==> src/rtl/id_ex_alu_feed_pkg.sv <==
// ID/EX stage shared definitions: opcode/funct constants, ALU control codes, decode records.
// Latency: n/a (types and constants only).
// Backpressure: n/a.
package id_ex_alu_feed_pkg;

    localparam logic [5:0] OP_RTYPE = 6'h00;
    localparam logic [5:0] OP_BEQ   = 6'h04;
    localparam logic [5:0] OP_ADDI  = 6'h08;
    localparam logic [5:0] OP_ADDIU = 6'h09;
    localparam logic [5:0] OP_SLTI  = 6'h0A;
    localparam logic [5:0] OP_ANDI  = 6'h0C;
    localparam logic [5:0] OP_ORI   = 6'h0D;
    localparam logic [5:0] OP_LW    = 6'h23;
    localparam logic [5:0] OP_SW    = 6'h2B;

    localparam logic [5:0] FN_ADD   = 6'h20;
    localparam logic [5:0] FN_ADDU  = 6'h21;
    localparam logic [5:0] FN_SUB   = 6'h22;
    localparam logic [5:0] FN_SUBU  = 6'h23;
    localparam logic [5:0] FN_AND   = 6'h24;
    localparam logic [5:0] FN_OR    = 6'h25;
    localparam logic [5:0] FN_NOR   = 6'h27;
    localparam logic [5:0] FN_SLT   = 6'h2A;

    localparam logic [3:0] ALU_AND  = 4'b0000;
    localparam logic [3:0] ALU_OR   = 4'b0001;
    localparam logic [3:0] ALU_ADD  = 4'b0010;
    localparam logic [3:0] ALU_SUB  = 4'b0110;
    localparam logic [3:0] ALU_SLT  = 4'b0111;
    localparam logic [3:0] ALU_NOR  = 4'b1100;
    localparam logic [3:0] ALU_BAD  = 4'b1111;

    typedef struct packed {
        logic [3:0] alu_control;
        logic       use_imm;
        logic       zext;
        logic       regwrite;
        logic       memread;
        logic       memwrite;
        logic       dest_rd;   // 1: destination is rd (R-type), 0: rt
        logic       illegal;
    } dec_t;

    typedef struct packed {
        logic       valid;
        logic       regwrite;
        logic       memread;
        logic       memwrite;
        logic       illegal;
        logic       use_imm;
        logic       zext;
        logic [3:0] alu_control;
    } ex_ctrl_t;

    localparam dec_t DEC_BAD = '{alu_control: ALU_BAD, use_imm: 1'b0, zext: 1'b0,
                                 regwrite: 1'b0, memread: 1'b0, memwrite: 1'b0,
                                 dest_rd: 1'b1, illegal: 1'b1};

    function automatic dec_t mk_dec(input logic [3:0] alu, input logic use_imm,
                                    input logic zext, input logic regwrite,
                                    input logic memread, input logic memwrite,
                                    input logic dest_rd);
        dec_t d;
        d.alu_control = alu;
        d.use_imm     = use_imm;
        d.zext        = zext;
        d.regwrite    = regwrite;
        d.memread     = memread;
        d.memwrite    = memwrite;
        d.dest_rd     = dest_rd;
        d.illegal     = 1'b0;
        return d;
    endfunction

endpackage

==> src/rtl/id_ex_alu_feed_alu_ctrl_decode.sv <==
// Opcode/funct decode into ALU control code plus per-instruction control bits.
// Latency: combinational.
// Backpressure: none; pure function of the instruction fields.
module alu_ctrl_decode
    import id_ex_alu_feed_pkg::*;
(
    input  logic [5:0] opcode,
    input  logic [5:0] funct,
    output dec_t       dec
);

    always_comb begin
        dec = DEC_BAD;
        case (opcode)
            OP_RTYPE: begin
                case (funct)
                    FN_ADD, FN_ADDU: dec = mk_dec(ALU_ADD, 1'b0, 1'b0, 1'b1, 1'b0, 1'b0, 1'b1);
                    FN_SUB, FN_SUBU: dec = mk_dec(ALU_SUB, 1'b0, 1'b0, 1'b1, 1'b0, 1'b0, 1'b1);
                    FN_AND:          dec = mk_dec(ALU_AND, 1'b0, 1'b0, 1'b1, 1'b0, 1'b0, 1'b1);
                    FN_OR:           dec = mk_dec(ALU_OR,  1'b0, 1'b0, 1'b1, 1'b0, 1'b0, 1'b1);
                    FN_NOR:          dec = mk_dec(ALU_NOR, 1'b0, 1'b0, 1'b1, 1'b0, 1'b0, 1'b1);
                    FN_SLT:          dec = mk_dec(ALU_SLT, 1'b0, 1'b0, 1'b1, 1'b0, 1'b0, 1'b1);
                    default:         dec = DEC_BAD;
                endcase
            end
            OP_ADDI, OP_ADDIU: dec = mk_dec(ALU_ADD, 1'b1, 1'b0, 1'b1, 1'b0, 1'b0, 1'b0);
            OP_SLTI:           dec = mk_dec(ALU_SLT, 1'b1, 1'b0, 1'b1, 1'b0, 1'b0, 1'b0);
            OP_ANDI:           dec = mk_dec(ALU_AND, 1'b1, 1'b1, 1'b1, 1'b0, 1'b0, 1'b0);
            OP_ORI:            dec = mk_dec(ALU_OR,  1'b1, 1'b1, 1'b1, 1'b0, 1'b0, 1'b0);
            OP_LW:             dec = mk_dec(ALU_ADD, 1'b1, 1'b0, 1'b1, 1'b1, 1'b0, 1'b0);
            OP_SW:             dec = mk_dec(ALU_ADD, 1'b1, 1'b0, 1'b0, 1'b0, 1'b1, 1'b0);
            // beq compares rs against rt, so operand B stays the register value
            OP_BEQ:            dec = mk_dec(ALU_SUB, 1'b0, 1'b0, 1'b0, 1'b0, 1'b0, 1'b0);
            default:           dec = DEC_BAD;
        endcase
    end

endmodule

==> src/rtl/id_ex_alu_feed.sv <==
// ID/EX register with operand select, EX/MEM and MEM/WB forwarding, and load-use bubble insertion.
// Latency: 1 cycle from in_* to ex_*/alu_*; forwarding muxes are combinational on the registered indices.
// Backpressure: stall holds the EX register; hazard_stall asks upstream to hold PC and IF/ID.
module id_ex_alu_feed
    import id_ex_alu_feed_pkg::*;
#(
    parameter int W  = 32,
    parameter int RW = 5
) (
    input  logic                 clock,
    input  logic                 reset,
    input  logic                 stall,
    input  logic                 flush,
    input  logic                 in_valid,
    input  logic [5:0]           in_opcode,
    input  logic [5:0]           in_funct,
    input  logic [RW-1:0]        in_rs,
    input  logic [RW-1:0]        in_rt,
    input  logic [RW-1:0]        in_rd,
    input  logic [W-1:0]         in_rs_data,
    input  logic [W-1:0]         in_rt_data,
    input  logic [15:0]          in_imm,
    input  logic                 exmem_regwrite,
    input  logic [RW-1:0]        exmem_rd,
    input  logic [W-1:0]         exmem_result,
    input  logic                 memwb_regwrite,
    input  logic [RW-1:0]        memwb_rd,
    input  logic [W-1:0]         memwb_result,
    output logic                 hazard_stall,
    output logic                 ex_valid,
    output logic [3:0]           alu_control,
    output logic signed [W-1:0]  alu_a,
    output logic signed [W-1:0]  alu_b,
    output logic [W-1:0]         store_data,
    output logic [RW-1:0]        ex_dest,
    output logic                 ex_regwrite,
    output logic                 ex_memread,
    output logic                 ex_memwrite,
    output logic                 ex_illegal
);

    dec_t           dec;
    logic [RW-1:0]  in_dest;

    ex_ctrl_t       ex_ctrl;
    logic [RW-1:0]  ex_rs;
    logic [RW-1:0]  ex_rt;
    logic [RW-1:0]  ex_dest_q;
    logic [W-1:0]   ex_rs_data;
    logic [W-1:0]   ex_rt_data;
    logic [15:0]    ex_imm;

    logic [W-1:0]   fwd_rs;
    logic [W-1:0]   fwd_rt;
    logic [W-1:0]   imm_ext;

    alu_ctrl_decode u_dec (
        .opcode (in_opcode),
        .funct  (in_funct),
        .dec    (dec)
    );

    assign in_dest = dec.dest_rd ? in_rd : in_rt;

    assign hazard_stall = in_valid && ex_ctrl.valid && ex_ctrl.memread &&
                          (ex_dest_q != '0) &&
                          ((ex_dest_q == in_rs) || (ex_dest_q == in_rt));

    always_ff @(posedge clock) begin
        if (reset || flush || (!stall && (hazard_stall || !in_valid))) begin
            ex_ctrl    <= '0;
            ex_rs      <= '0;
            ex_rt      <= '0;
            ex_dest_q  <= '0;
            ex_rs_data <= '0;
            ex_rt_data <= '0;
            ex_imm     <= '0;
        end else if (!stall) begin
            ex_ctrl.valid       <= 1'b1;
            ex_ctrl.regwrite    <= dec.regwrite && (in_dest != '0);
            ex_ctrl.memread     <= dec.memread;
            ex_ctrl.memwrite    <= dec.memwrite;
            ex_ctrl.illegal     <= dec.illegal;
            ex_ctrl.use_imm     <= dec.use_imm;
            ex_ctrl.zext        <= dec.zext;
            ex_ctrl.alu_control <= dec.alu_control;
            ex_rs               <= in_rs;
            ex_rt               <= in_rt;
            ex_dest_q           <= in_dest;
            ex_rs_data          <= in_rs_data;
            ex_rt_data          <= in_rt_data;
            ex_imm              <= in_imm;
        end
    end

    // The younger EX/MEM result wins over MEM/WB; r0 is never forwarded
    always_comb begin
        fwd_rs = ex_rs_data;
        if (exmem_regwrite && (exmem_rd != '0) && (exmem_rd == ex_rs))
            fwd_rs = exmem_result;
        else if (memwb_regwrite && (memwb_rd != '0) && (memwb_rd == ex_rs))
            fwd_rs = memwb_result;

        fwd_rt = ex_rt_data;
        if (exmem_regwrite && (exmem_rd != '0) && (exmem_rd == ex_rt))
            fwd_rt = exmem_result;
        else if (memwb_regwrite && (memwb_rd != '0) && (memwb_rd == ex_rt))
            fwd_rt = memwb_result;
    end

    assign imm_ext = ex_ctrl.zext ? {{(W-16){1'b0}}, ex_imm}
                                  : {{(W-16){ex_imm[15]}}, ex_imm};

    assign alu_a       = fwd_rs;
    assign alu_b       = ex_ctrl.use_imm ? imm_ext : fwd_rt;
    assign store_data  = fwd_rt;
    assign ex_valid    = ex_ctrl.valid;
    assign alu_control = ex_ctrl.alu_control;
    assign ex_dest     = ex_dest_q;
    assign ex_regwrite = ex_ctrl.regwrite;
    assign ex_memread  = ex_ctrl.memread;
    assign ex_memwrite = ex_ctrl.memwrite;
    assign ex_illegal  = ex_ctrl.illegal;

endmodule

==> config.mk <==
export PLATFORM = sky130hd
export DESIGN_NAME = id_ex_alu_feed
export DESIGN_NICKNAME = d
export VERILOG_FILES = /design/src/rtl/id_ex_alu_feed_pkg.sv /design/src/rtl/id_ex_alu_feed_alu_ctrl_decode.sv /design/src/rtl/id_ex_alu_feed.sv
export SDC_FILE = /design/constraint.sdc
export NUM_CORES = 1
export LEC_CHECK = 0
export ABC_AREA = 1
export BUFFER_PORTS_ARGS = -buffer_cell sky130_fd_sc_hd__buf_2
export CAP_MARGIN = 20
export CORE_MARGIN = 2
export CORE_UTILIZATION = 41
export CTS_CLUSTER_DIAMETER = 120
export CTS_CLUSTER_SIZE = 10
export DETAILED_ROUTE_END_ITERATION = 10
export PLACE_DENSITY = 0.72
export SYNTH_ARGS = -nofsm -noshare
export SYNTH_HDL_FRONTEND = slang
export SYNTH_SLANG_ARGS = --single-unit
==> constraint.sdc <==
create_clock -name clock -period 1.64 [get_ports clock]
set_input_delay 0.082 -clock clock [delete_from_list [all_inputs] [get_ports clock]]
set_output_delay 0.082 -clock clock [all_outputs]
set_load 0.03 [all_outputs]
== Word-level counts from Yosys, hierarchy flattened ==
Index checks and enable logic that the tools add are counted.
Word-level totals
  register bits after elaboration: 106
  bits of input ports: 188
Cells by class
  equal/unequal tests: 22
  multiplexer cells: 9
  reduce and logical (&&, ||, !) cells: 26
Operator list (number)
  $mux 32: 6
  $pmux 11 s8: 1
  $pmux 11 s6: 1
  $eq 6x6->1 const B: 10
  $eq 5x5->1: 6
  $eq 6x4->1 const B: 5
  $reduce_bool 5->1: 4
  $logic_and 1x1->1: 12
  $eq 6x3->1 const B: 1
  $logic_not 6->1: 1
  $reduce_or 2->1: 3
  $mux 5: 1
  $logic_or 1x1->1: 4
  $logic_not 1->1: 2

== Logic depth before layout (Yosys ltp) ==
Gate-level depths: netlist of the first run.
  depth after elaboration: 7
  mapped depth: 11

== Hierarchy ==
A second synthesis of the first run with hierarchy kept.
Unflattened totals
  cell total of the unflattened synthesis: 1088
  area, all modules: 7071.8 um^2
By module, submodules not included
  id_ex_alu_feed: times used 1, cells each 1004, area each 6647.6 um^2
  alu_ctrl_decode: times used 1, cells each 84, area each 424.2 um^2

== Least setup slack after synthesis of the first run ==
Ideal clock, no wire load.
  path kind: register to output
  start point: register ex_rt[3]
  end point: output port alu_b[31]
  data arrival time: 1.923 ns
  data required time: 1.558 ns
  setup slack: -0.365 ns
  cell stages (with the launch flop): 9
  cells stage by stage: dfxtp_1 > xor2_1 > nor4_1 > nand2_1 > buf_2 > buf_6 > nand3_1 > o21ai_1 > o21ai_0
Between the ends
  word-level cells in the longest chain between the ends: 5
  elaborated cells between the ends (all ways): 7
Ends and longest elaborated chain
  from (decl): line id_ex_alu_feed.sv:47  | logic [RW-1:0] ex_rt;
  from (signal assigned): line id_ex_alu_feed.sv:88  | ex_rt <= in_rt;
  $eq 5x5->1: line id_ex_alu_feed.sv:107  | else if (memwb_regwrite && (memwb_rd != '0) && (memwb_rd == ex_rt))
  $logic_and 1x1->1: line id_ex_alu_feed.sv:107
  $mux 32: line id_ex_alu_feed.sv:107
  $mux 32 *: line id_ex_alu_feed.sv:105  | if (exmem_regwrite && (exmem_rd != '0) && (exmem_rd == ex_rt))
  $mux 32 *: line id_ex_alu_feed.sv:115  | assign alu_b = ex_ctrl.use_imm ? imm_ext : fwd_rt;
  to (decl): line id_ex_alu_feed.sv:33  | output logic signed [W-1:0] alu_b,
Every way passes the cells marked *; elsewhere a longest branch is shown, timed or not.

== Worst setup path after layout of the first run ==
  start point: register ex_rt[3]
  end point: output port alu_b[30]
The elaborated chain is that of the path after synthesis.

==> results by group, run 1 <==
Drt
  • ANT nets after route: 0
  • DRC Markers: 0
  • Wirelength per Cell: roughly 20 um
  • Vias per inst: around 5.7
  • Final wirelength: 32100 um
  • 1st-iter DRT viols: approximately 840
  • Via count: around 9200
  • DR pass1 iterations: 8

Clock tree
  • Max clock buf depth: 2
  • Total CTS buffers: 9
  • H-tree levels: 3
  • Skew-Pair Late Insertion Delay: 0.36 ns
  • CTS tree: done
  • CTS root buffer: clkbuf_16
  • Clock-pin slew on the worst setup and hold paths: roughly 0.07 ns
  • Clk sinks: approximately 110

Min path
  • Hold path depth: 3
  • Min-delay src: in_rt[3]
  • Hold Path Sink: ex_rt[3]
  • Min-Delay Path Class: in2reg

Setup path
  • Nature of the critical path startpoint: flop
  • Flop-to-flop setup slack: -0.29 ns
  • WP depth: 9
  • Reg2reg end: ex_imm[6]
  • CP Data Arrival Time: between 2 and 2.5 ns
  • CP Max Fanout: 19
  • Reg2reg start: ex_dest[1]
  • Required time of the worst setup path: 1.56 ns
  • CP Cell Sequence: xor2_1 -> nor4_2 -> nand2_2 -> buf_12 -> buf_12 -> o211ai_1 -> o21ai_2 -> o21ai_2 -> buf_6
  • Crit. End Element: primary output
  • Worst reg2reg path depth: 13
  • Crit path max-delay family: buffers and inverters
  • Crit path launch: ex_rt[3]
  • Worst path max stage delay: about 0.35 ns
  • Crit-path slowest cell: dfxtp_2
  • Buf+Inv Stages, Crit Path: 3
  • Setup CP Type: reg2out

Power and ir drop
  • Worst VDD drop: 0.5073 mV
  • Power per standard cell area: between 600 and 700 nW/um^2
  • Flop pwr share: a little over a third
  • P_int: between 5 and 6 mW
  • NetSw: between 2 and 2.5 mW
  • Gate power share: approximately 30%
  • Sw frac: 31.45%
  • Clock power share: 33.7%
  • LEAKAGE: around 5.8 nW

Timing
  • Tmin final: between 2 and 2.5 ns
  • Final setup vio count: 189
  • Max frequency: 422.5 MHz
  • RSZ-0062 raised after global routing: true
  • Final worst setup slack: -0.7268 ns
  • Final max-slew violation count: 0
  • Final Cycle Share: 144.3%
  • Max_slew headroom: between 60% and 70%
  • Final Hold Vio Count: 0
  • Final setup skew: between 0.005 and 0.006 ns
  • Worst-margin pin slew: about 0.48 ns
  • Hold_ws: about 0.011 ns

Logic synthesis
  • Syn_nets: 1200
  • Cell area after synthesis: around 6400 um^2
  • Post-synth top area share: between 30% and 40%
  • Syn_area_per_cell: ~6.3 um^2
  • Synthesized flop and latch total: 106
  • Synth cell types: 36
  • Yosys top cell by area: dfxtp_1
  • Sequential area share after synthesis: 33.23%
  • Synth top area cells: dfxtp_1 (33%), nand2_1 (15%), a21oi_1 (7.8%), inv_1 (7.0%), nor2_1 (6.0%)
  • Yosys Warn Count: 0
  • Mapped Cells: between 1000 and 1500

Status
  • Failing checks: setup timing
  • Run status: finished with violations

Placement
  • Global placement routability congestion: between 1 and 1.5
  • Placed cells: 1489
  • Post-DP HPWL: 16800 um
  • I/O Buffers: 298
  • Place WS: -0.2622 ns

Finish
  • Multi-input gate area: roughly 4600 um^2
  • Storage element area: 2147 um^2
  • Fillers: about 930
  • Final nets: approximately 1600
  • Non-Filler Instances: roughly 1600
  • Area growth syn-to-layout: 90.40%
  • Commonest non-fill, non-tap cell in the layout: nand2_1
  • Layout cell share with drive strength beyond 1: 47.16%
  • Most frequent cells in the layout: nand2_1 (252), buf_2 (203), inv_1 (116), buf_6 (98), dfxtp_1 (94)

Global routing
  • First-pass GRT wire length: 43490 um
  • Global route overflow: 0
  • Number of global-route vias before repair: approximately 8600
  • Tot GR Track Use: between 30% and 40%
  • Initial antenna violation count: 5
  • Largest net degree at the start of global routing: 113

Floorplan
  • Die Span Y: about 130 um
  • Site Rows: 45
  • I/O Pins: roughly 300
  • Die area: about 17000 um^2
  • Initial core utilization: between 40% and 50%
  • Die Width: 128.8 um
  • Core region area: between 15000 and 20000 um^2

Job
  • Max-Cap Viols: 0
==> final cells by class <==
cell class | instances | area share [%]
antenna | 3 | 0.06174
clock inverter | 6 | 0.7100
multi-input combinational | 717 | 37.64
inverter | 120 | 3.735
tap | 188 | 1.935
timing repair buffer | 485 | 36.20
sequential | 106 | 17.66
clock buffer | 10 | 2.058
==> power by group through the flow <==
stage | Combinational [mW] | Sequential [mW] | Clock [mW]
2_1_floorplan | 0.853 | 2.76 | 0
3_3_place_gp | 1.43 | 2.75 | 0
3_5_place_dp | 1.45 | 2.75 | 0
4_1_cts | 1.99 | 2.69 | 2.49
5_1_grt | 2.31 | 2.71 | 2.61
6_report | 2.19 | 2.70 | 2.48
==> through the flow <==
step | setup TNS (ns) | util [%] | power, mW | instance area [um^2]
after floorplan | -6.313 | - | 3.610 | 6665
after global placement | -16.04 | 56.97 | 4.186 | 8661
after detailed placement | -20.05 | 56.97 | 4.199 | 8661
after CTS | -55.70 | 75.65 | 7.171 | 11500
after global routing | -86.46 | 79.98 | 7.632 | 12160
final | -74.19 | 79.98 | 7.382 | 12160
==> worst register-to-register path: stages (launching register included) <==
cell and delay, ns:
dfxtp_4 0.37, buf_6 0.13, nor2_4 0.10, nand3_2 0.07, nand4_1 0.13, a21oi_4 0.05, o21ai_2 0.17, nand2_4 0.09
buf_6 0.14, buf_6 0.12, buf_12 0.12, buf_12 0.12, buf_16 0.14, a21oi_2 0.11
==> flip-flops by register name, indices dropped and copies added, names as in the netlist <==
signal	count
ex_valid	1
ex_illegal	1
ex_rs	5
ex_ctrl	2
ex_rt	5
ex_dest	5
ex_memwrite	1
ex_rs_data	32
ex_memread	1
ex_regwrite	1
alu_control	4
ex_rt_data	32
ex_imm	16
==> cells by family after synthesis <==
family	count (synthesis)	synth area share, %
simple gates	409	25.86
compound gates	281	24.57
buf+inv	189	12.64
flops	106	33.23
xor+xnor	27	3.703
==> repair_timing <==
action | in CTS | in global routing
endpoints found under the setup margin | 193 | 203
resized for setup | 303 | 163
pin swaps | 22 | 29
hold buffers | 77 | 0
endpoints found under the hold margin | 77 | 0
gates cloned | 18 | 8
buffers inserted | 25 | 13
==> layer usage <==
layer	up-vias	GRT usage [%]	routed length (um)	part of all wire [%]
met2	644	56.55	15550	48
met1	4304	41.47	11870	37
li1	4145	-	-	-
met5	-	0	28	0.087
met3	152	6.778	3063	9.5
met4	4	14.64	1577	4.9
==> Yosys cell counts (all sizes together) <==
master   count
o2111ai      3
o32ai        1
xnor2        6
a31oi        5
o211ai      31
a21oi      111
nor3b        2
inv        120
o22ai        3
buf         34
nor4         3
o21ai      124
nand4        7
dfxtp      106
xor2        21
nor2       103
nor3         1
o21bai       2
or2          1
nand3       26
o21a         1
clkbuf      35
nand2      266
==> how the worst max path moves through the flow <==
stage / endpoint / slack [ns]
2_1_floorplan: alu_a[11] / -0.13
3_3_place_gp: alu_b[20] / -0.25
3_5_place_dp: alu_b[22] / -0.26
4_1_cts: alu_b[22] / -0.54
5_1_grt: alu_a[16] / -0.80
6_report: alu_b[30] / -0.73
(Power assumes the default switching activity.)
==> run 2, diff against run 1 <==
==> constraint.sdc (replaced) <==
create_clock -name clock -period 1.64 [get_ports clock]
set_input_delay 0.082 -clock clock [delete_from_list [all_inputs] [get_ports clock]]
set_output_delay 0.082 -clock clock [all_outputs]
set_load 0.02 [all_outputs]
==> results by group, run 2 (synthesis gave the netlist of run 1 again) <==
Status
  • Run status: finished with violations
  • Failing checks: setup timing

Timing
  • Worst-margin pin slew: 0.6082 ns (+0.1328 ns)
  • Max frequency: 393.3 MHz (-6.9%)
  • RSZ-0062 raised after global routing: true
  • Hold_ws: 0.009061 ns (-0.002221 ns)
  • Final Cycle Share: 155.0% (+11 points)
  • Max_slew headroom: 59.45% (-8.9 points)
  • Final Hold Vio Count: 0 (unchanged)
  • Tmin final: 2.543 ns (+0.1760 ns)
  • Final worst setup slack: -0.9028 ns (-0.1760 ns)
  • Final max-slew violation count: 0 (unchanged)
  • Final setup vio count: 197 (+4.2%)
  • Final setup skew: 0.009535 ns (+0.004221 ns)

Global routing
  • Global route overflow: 0 (unchanged)
  • Largest net degree at the start of global routing: 61 (-46%)
  • Initial antenna violation count: 3 (-2)
  • First-pass GRT wire length: 42330 um (-2.7%)
  • Number of global-route vias before repair: 8289 (-3.5%)
  • Tot GR Track Use: 32.64% (-0.87 points)

Setup path
  • Required time of the worst setup path: 1.56 ns (about the same)
  • CP most frequent cell: o21ai_2
  • Crit path launch: ex_rt[1]
  • Crit path max-delay family: compound AO/OA/AOI/OAI gates
  • Crit. End Element: primary output
  • Nature of the critical path startpoint: flop
  • Setup CP Type: reg2out
  • CP Max Fanout: 12 (-7)
  • Reg2reg start: ex_dest[0]
  • CP Cell Sequence: xnor2_2 -> nand2_2 -> nor3_4 -> nand2_4 -> buf_12 -> buf_8 -> o211ai_1 -> o21ai_2 -> o21ai_2 -> buf_6
  • CP Data Arrival Time: 2.46 ns (+0.18 ns)
  • Crit-path slowest cell: o211ai_1
  • Worst path max stage delay: 0.40 ns (+0.05 ns)
  • Buf+Inv Stages, Crit Path: 3 (unchanged)

Drt
  • DR pass1 iterations: 5 (-3)
  • Via count: 9532 (+3.1%)
  • Vias per inst: 5.823 (+2.9%)
  • Final wirelength: 35240 um (+9.8%)
  • 1st-iter DRT viols: 956 (+14%)
  • Wirelength per Cell: 21.53 um (+9.7%)
  • DRC Markers: 0 (unchanged)
  • ANT nets after route: 0 (unchanged)

Power and ir drop
  • Worst VDD drop: 0.6382 mV (+26%)
  • Clock power share: 33.1% (-0.6 points)
  • LEAKAGE: 5.921 nW (+1.9%)
  • P_int: 4.953 mW (-2.1%)
  • Sw frac: 31.16% (-0.30 points)
  • Flop pwr share: 37.6% (+1.0 points)
  • Total power: 7.194 mW (-2.5%)
  • Power per standard cell area: 583.7 nW/um^2 (-3.8%)
  • Gate power share: 29.3% (-0.4 points)
  • NetSw: 2.241 mW (-3.5%)

Floorplan
  • Die Span Y: 128.8 um (unchanged)
  • Die area: 16590 um^2 (unchanged)
  • Initial core utilization: 42.01% (unchanged)
  • I/O Pins: 299 (unchanged)
  • Site Rows: 45 (unchanged)
  • Die Width: 128.8 um (unchanged)
  • Core region area: 15200 um^2 (unchanged)

Clock tree
  • Skew-Pair Late Insertion Delay: 0.35 ns (about the same)
  • CTS root buffer: clkbuf_16
  • Max clock buf depth: 2 (unchanged)
  • Clock-pin slew on the worst setup and hold paths: 0.08 ns (about the same)
  • Total CTS buffers: 9 (unchanged)
  • CTS tree: done
  • H-tree levels: 3 (unchanged)
  • Clk sinks: 106 (unchanged)

Min path
  • Min-Delay Path Class: in2reg
  • Min-delay src: in_rs_data[1]

Finish
  • Layout cell share with drive strength beyond 1: 50.00% (+2.8 points)
  • Most frequent cells in the layout: nand2_1 (245), buf_2 (207), inv_1 (113), a21oi_2 (98), dfxtp_1 (95)
  • Non-Filler Instances: 1637 (+0.12%)
  • Area growth syn-to-layout: 92.99%
  • Final nets: 1627 (unchanged)
  • Top flop regs: ex_rs_data (32), ex_rt_data (32), ex_imm (16)
  • Commonest non-fill, non-tap cell in the layout: nand2_1

Placement
  • Global placement routability congestion: 0.9633 (-3.9%)
  • Post-DP HPWL: 17410 um (+3.6%)
  • I/O Buffers: 298 (unchanged)
  • Placed cells: 1479 (-0.67%)

Job
  • Max-Cap Viols: 0 (unchanged)
## run 2: cell types whose count changed in the layout (fill, tap and decap cells not counted), moves of 7 or more
cell	previous run	this run
a21oi_1	26	5
a21oi_2	74	98
buf_6	98	90
clkbuf_16	16	26
nand2_1	252	245
nand2_4	5	12
nor2_2	29	43
nor2_4	26	17
o21ai_1	29	22
o21ai_2	56	66
## run 2: power groups by stage
stage | combinational (mW) | sequential (mW) | clock, mW
detailed placement | 1.33 | 2.75 | 0
global route | 2.22 | 2.71 | 2.52
finish | 2.11 | 2.71 | 2.38
global placement | 1.32 | 2.75 | 0
CTS | 1.75 | 2.70 | 2.37
floorplan | 0.744 | 2.75 | 0
## run 2: final cells by class
type | count | area (um^2)
fill | 941 | 2878
clock buffer | 11 | 232.7
inverter | 120 | 451.7
sequential | 106 | 2146
timing repair buffer | 485 | 4497
antenna | 5 | 12.51
tap | 188 | 235.2
clock inverter | 5 | 78.83
multi-input combinational | 717 | 4671
## run 2: per-stage QoR
step	TNS (ns)	setup slack (ns)	cell area (um^2)	util [%]
after floorplan	-1.777	-0.1267	6548	-
after global placement	-14.45	-0.3069	8452	55.60
after detailed placement	-19.45	-0.2960	8452	55.60
after CTS	-55.94	-0.5424	10780	70.88
after global routing	-85.87	-1.292	12320	81.04
final	-66.67	-0.9028	12320	81.07
## run 2: worst paths after layout
kind                   end  slack (ns)  depth (start not counted)
min          ex_rs_data[1]       0.009                          3
max reg2reg      ex_imm[0]       -0.21                         10
max              alu_b[22]       -0.90                         10
min reg2reg     ex_imm[14]        0.48                          2
## run 2: worst min-delay path, stage by stage
cell and delay, ns:
buf_2 0.09, o21ai_0 0.07, nor2_1 0.09
## run 2: routing by layer
| layer | up-vias | global-route usage [%] | part of all wire (%) | routed length (um) |
|---|---|---|---|---|
| met3 | 247 | 5.946 | 11 | 3850 |
| met1 | 4390 | 41.33 | 36 | 12650 |
| met2 | 759 | 53.41 | 46 | 16180 |
| li1 | 4136 | - | - | - |
| met4 | 0 | 16.37 | 7.3 | 2565 |
| met5 | - | 0 | 0 | 0 |
## run 2: repair_timing
action,4_1_cts,5_1_grt
pin swaps,26,67
setup buffers,18,17
hold buffers,77,0
setup endpoints to repair,203,203
gates cloned,15,23
resized for setup,226,300
endpoints found under the hold margin,77,0
==> run 3, diff against run 2 <==
PLACE_DENSITY = 0.7   (was 0.72)
SYNTH_HIERARCHICAL = 1   (was unset)
==> results by group, run 3 <==
Placement
  • Global placement routability congestion: 0.8841 (-8.2%)
  • I/O Buffers: 298 (unchanged)
  • Post-DP HPWL: 18090 um (+3.9%)
  • Place WS: -0.06878 ns (+0.2273 ns)

Logic synthesis
  • Yosys top cell by area: dfxtp_1
  • Synth cell types: 31 (-14%)
  • FFs w/ async S/R, synth: 0% (unchanged)
  • Post-synth top area share: 30.01% (-3.2 points)
  • Top FF cell, synth: dfxtp_1
  • Sequential area share after synthesis: 30.01% (-3.2 points)
  • Synthesized flop and latch total: 106 (unchanged)
  • EDFF count, synth: 0 (unchanged)
  • Yosys Warn Count: 6 (+6)
  • Syn_area_per_cell: 6.500 um^2 (+3.0%)
  • Most common cell in the netlist: nand2_1
  • Top cells by count, synth: nand2_1 (293), nand3_1 (144), nor2_1 (137), dfxtp_1 (106), inv_1 (70)
  • Mapped Cells: 1088 (+7.5%)
  • Syn_nets: 1276 (+6.3%)
  • Synth top area cells: dfxtp_1 (30%), nand2_1 (16%), nand3_1 (10%), mux2i_1 (8.2%), nor2_1 (7.3%)
  • Cell area after synthesis: 7072 um^2 (+11%)

Floorplan
  • Die Width: 135.3 um (+5.1%)
  • Initial core utilization: 41.46% (-0.55 points)
  • I/O Pins: 299 (unchanged)
  • Core region area: 17060 um^2 (+12%)
  • Site Rows: 48 (+6.7%)
  • Die area: 18310 um^2 (+10%)
  • Die Span Y: 135.3 um (+5.1%)

Timing
  • Worst-margin pin slew: 0.8140 ns (+0.2057 ns)
  • Final Hold Vio Count: 0 (unchanged)
  • Setup TNS: -38.75 ns (+27.92 ns)
  • Final max-slew violation count: 0 (unchanged)
  • Final setup skew: 0.009297 ns (-0.0002373 ns)
  • Max_slew headroom: 45.54% (-14 points)
  • Final worst setup slack: -0.4579 ns (+0.4449 ns)
  • Max frequency: 476.7 MHz (+21%)
  • Tmin final: 2.098 ns (-0.4449 ns)
  • Final setup vio count: 163 (-17%)
  • Final Cycle Share: 127.9% (-27 points)
  • RSZ-0062 raised after global routing: true

Finish
  • # diodes: 0 (-5)
  • Commonest non-fill, non-tap cell in the layout: nand2_1
  • Layout cell share with drive strength beyond 1: 42.35% (-7.7 points)
  • Area growth syn-to-layout: 72.31%
  • Top flop regs: ex_rs_data (32), ex_rt_data (32), ex_imm (16)
  • Fillers: 1281 (+36%)
  • Final nets: 1666 (+2.4%)
  • Most frequent cells in the layout: nand2_1 (237), buf_2 (210), nor2_1 (101), dfxtp_1 (95), buf_6 (78)

Drt
  • Final wirelength: 32060 um (-9.0%)
  • 1st-iter DRT viols: 777 (-19%)
  • Via count: 9286 (-2.6%)
  • DRC Markers: 0 (unchanged)
  • DR pass1 iterations: 5 (unchanged)
  • Vias per inst: 5.437 (-6.6%)
  • ANT nets after route: 0 (unchanged)
  • Wirelength per Cell: 18.77 um (-13%)

Setup path
  • Reg2reg end: ex_rt[4]
  • Crit. End Element: primary output
  • Nature of the critical path startpoint: flop
  • CP Max Fanout: 6 (-6)
  • Crit path launch: ex_rt[1]
  • CP Data Arrival Time: 2.02 ns (-0.44 ns)
  • Worst reg2reg path depth: 13 (+3)
  • End of the critical path: alu_b[8]
  • Reg2reg start: ex_dest[1]
  • Required time of the worst setup path: 1.56 ns (about the same)
  • Setup CP Type: reg2out
  • Flop-to-flop setup slack: -0.05 ns (+0.16 ns)

Power and ir drop
  • Worst VDD drop: 0.4661 mV (-27%)
  • LEAKAGE: 6.238 nW (+5.4%)
  • Total power: 7.118 mW (-1.1%)
  • Power per standard cell area: 584.2 nW/um^2 (about the same)

Global routing
  • First-pass GRT wire length: 42930 um (+1.4%)
  • Largest net degree at the start of global routing: 83 (+36%)
  • Initial antenna violation count: 0 (-3)
  • Global route overflow: 0 (unchanged)
  • Tot GR Track Use: 29.91% (-2.7 points)
  • Number of global-route vias before repair: 8423 (+1.6%)

Job
  • Max-Cap Viols: 0 (unchanged)

Status
  • Run status: finished with violations
  • Failing checks: setup timing

Clock tree
  • CTS tree: done
  • Total CTS buffers: 9 (unchanged)
  • Clock-pin slew on the worst setup and hold paths: 0.08 ns (about the same)
  • Max clock buf depth: 2 (unchanged)
  • CTS root buffer: clkbuf_16
  • Clk sinks: 106 (unchanged)
  • Skew-Pair Late Insertion Delay: 0.36 ns (about the same)
  • H-tree levels: 3 (unchanged)

Min path
  • Min-delay src: in_rs_data[11]
  • Min-Delay Path Class: in2reg
==> run 3: cell count changes after synthesis, moves of 32 or more <==
cell	previous run	this run
o21ai_1	70	1
nand3_1	26	144
nor2_1	102	137
inv_1	119	70
a21oi_1	100	3
and2_1	0	32
nand3b_1	0	65
mux2i_1	0	58
==> run 3: power by group <==
part / switching [mW] / internal [mW]
Combinational: 1.16 / 1.04
Clock: 1.12 / 1.08
Sequential: 0.0577 / 2.65
Total: 2.34 / 4.77
==> run 3: metrics by stage <==
step	util, %	hold WS (ns)	instances	area [um^2]
2_1_floorplan	-	0.2413	1088	7072
3_3_place_gp	52.57	0.3281	1581	8967
3_5_place_dp	52.57	0.3331	1581	8967
4_1_cts	64.09	0.001168	1690	10930
5_1_grt	71.44	0.02570	1708	12190
6_report	71.44	0.02254	1708	12190
==> run 3: worst min path at each step <==
stage	end	slack [ns]	depth (start not counted)
floorplan	ex_imm[15]	0.24	2
global placement	ex_rt_data[30]	0.33	3
detailed placement	ex_rt_data[27]	0.33	3
CTS	ex_rt[1]	0.001	3
global route	ex_rs_data[11]	0.03	3
finish	ex_rs_data[11]	0.02	3
==> run 3: final cells by class <==
type | count | area, um^2 | area share, %
flip-flops and latches | 106 | 2146 | 17.61
multi-input cells | 833 | 5269 | 43.24
clock inverters | 7 | 67.56 | 0.5545
well taps | 225 | 281.5 | 2.310
repair buffers | 450 | 3904 | 32.04
clock buffers | 9 | 225.2 | 1.848
inverters | 78 | 292.8 | 2.403
==> run 3: worst max-delay path, cell delays in order, from the launching register on <==
cell and delay (ns):
dfxtp_4 0.37, xnor2_2 0.17, nand2_2 0.10, nor2_1 0.10, nand3b_1 0.15, buf_6 0.18, clkbuf_16 0.18, nand3_4 0.09
nand3_2 0.07, nand2_1 0.09, buf_4 0.14
==> run 3: cells by family after synthesis <==
family,synth area share [%]
AND/OR/NAND/NOR,46.16
buffers and inverters,9.377
flip-flops,30.01
AO/OA/AOI/OAI,4.140
multiplexers,8.210
XOR/XNOR,2.106
==> run 3: layer usage <==
metal | share of wire, % | GRT usage, %
met5 | 0 | 0
met3 | 8.6 | 5.686
met1 | 38 | 35.68
met2 | 48 | 51.41
met4 | 4.9 | 15.05
==> run 3: what timing repair did <==
| item | in CTS | in global routing |
|---|---|---|
| hold buffers | 77 | 0 |
| pin swaps | 17 | 23 |
| gates cloned | 11 | 10 |
| resized for setup | 184 | 258 |
| hold endpoints to repair | 77 | 0 |
| setup buffers | 6 | 10 |
| endpoints found under the setup margin | 185 | 201 |
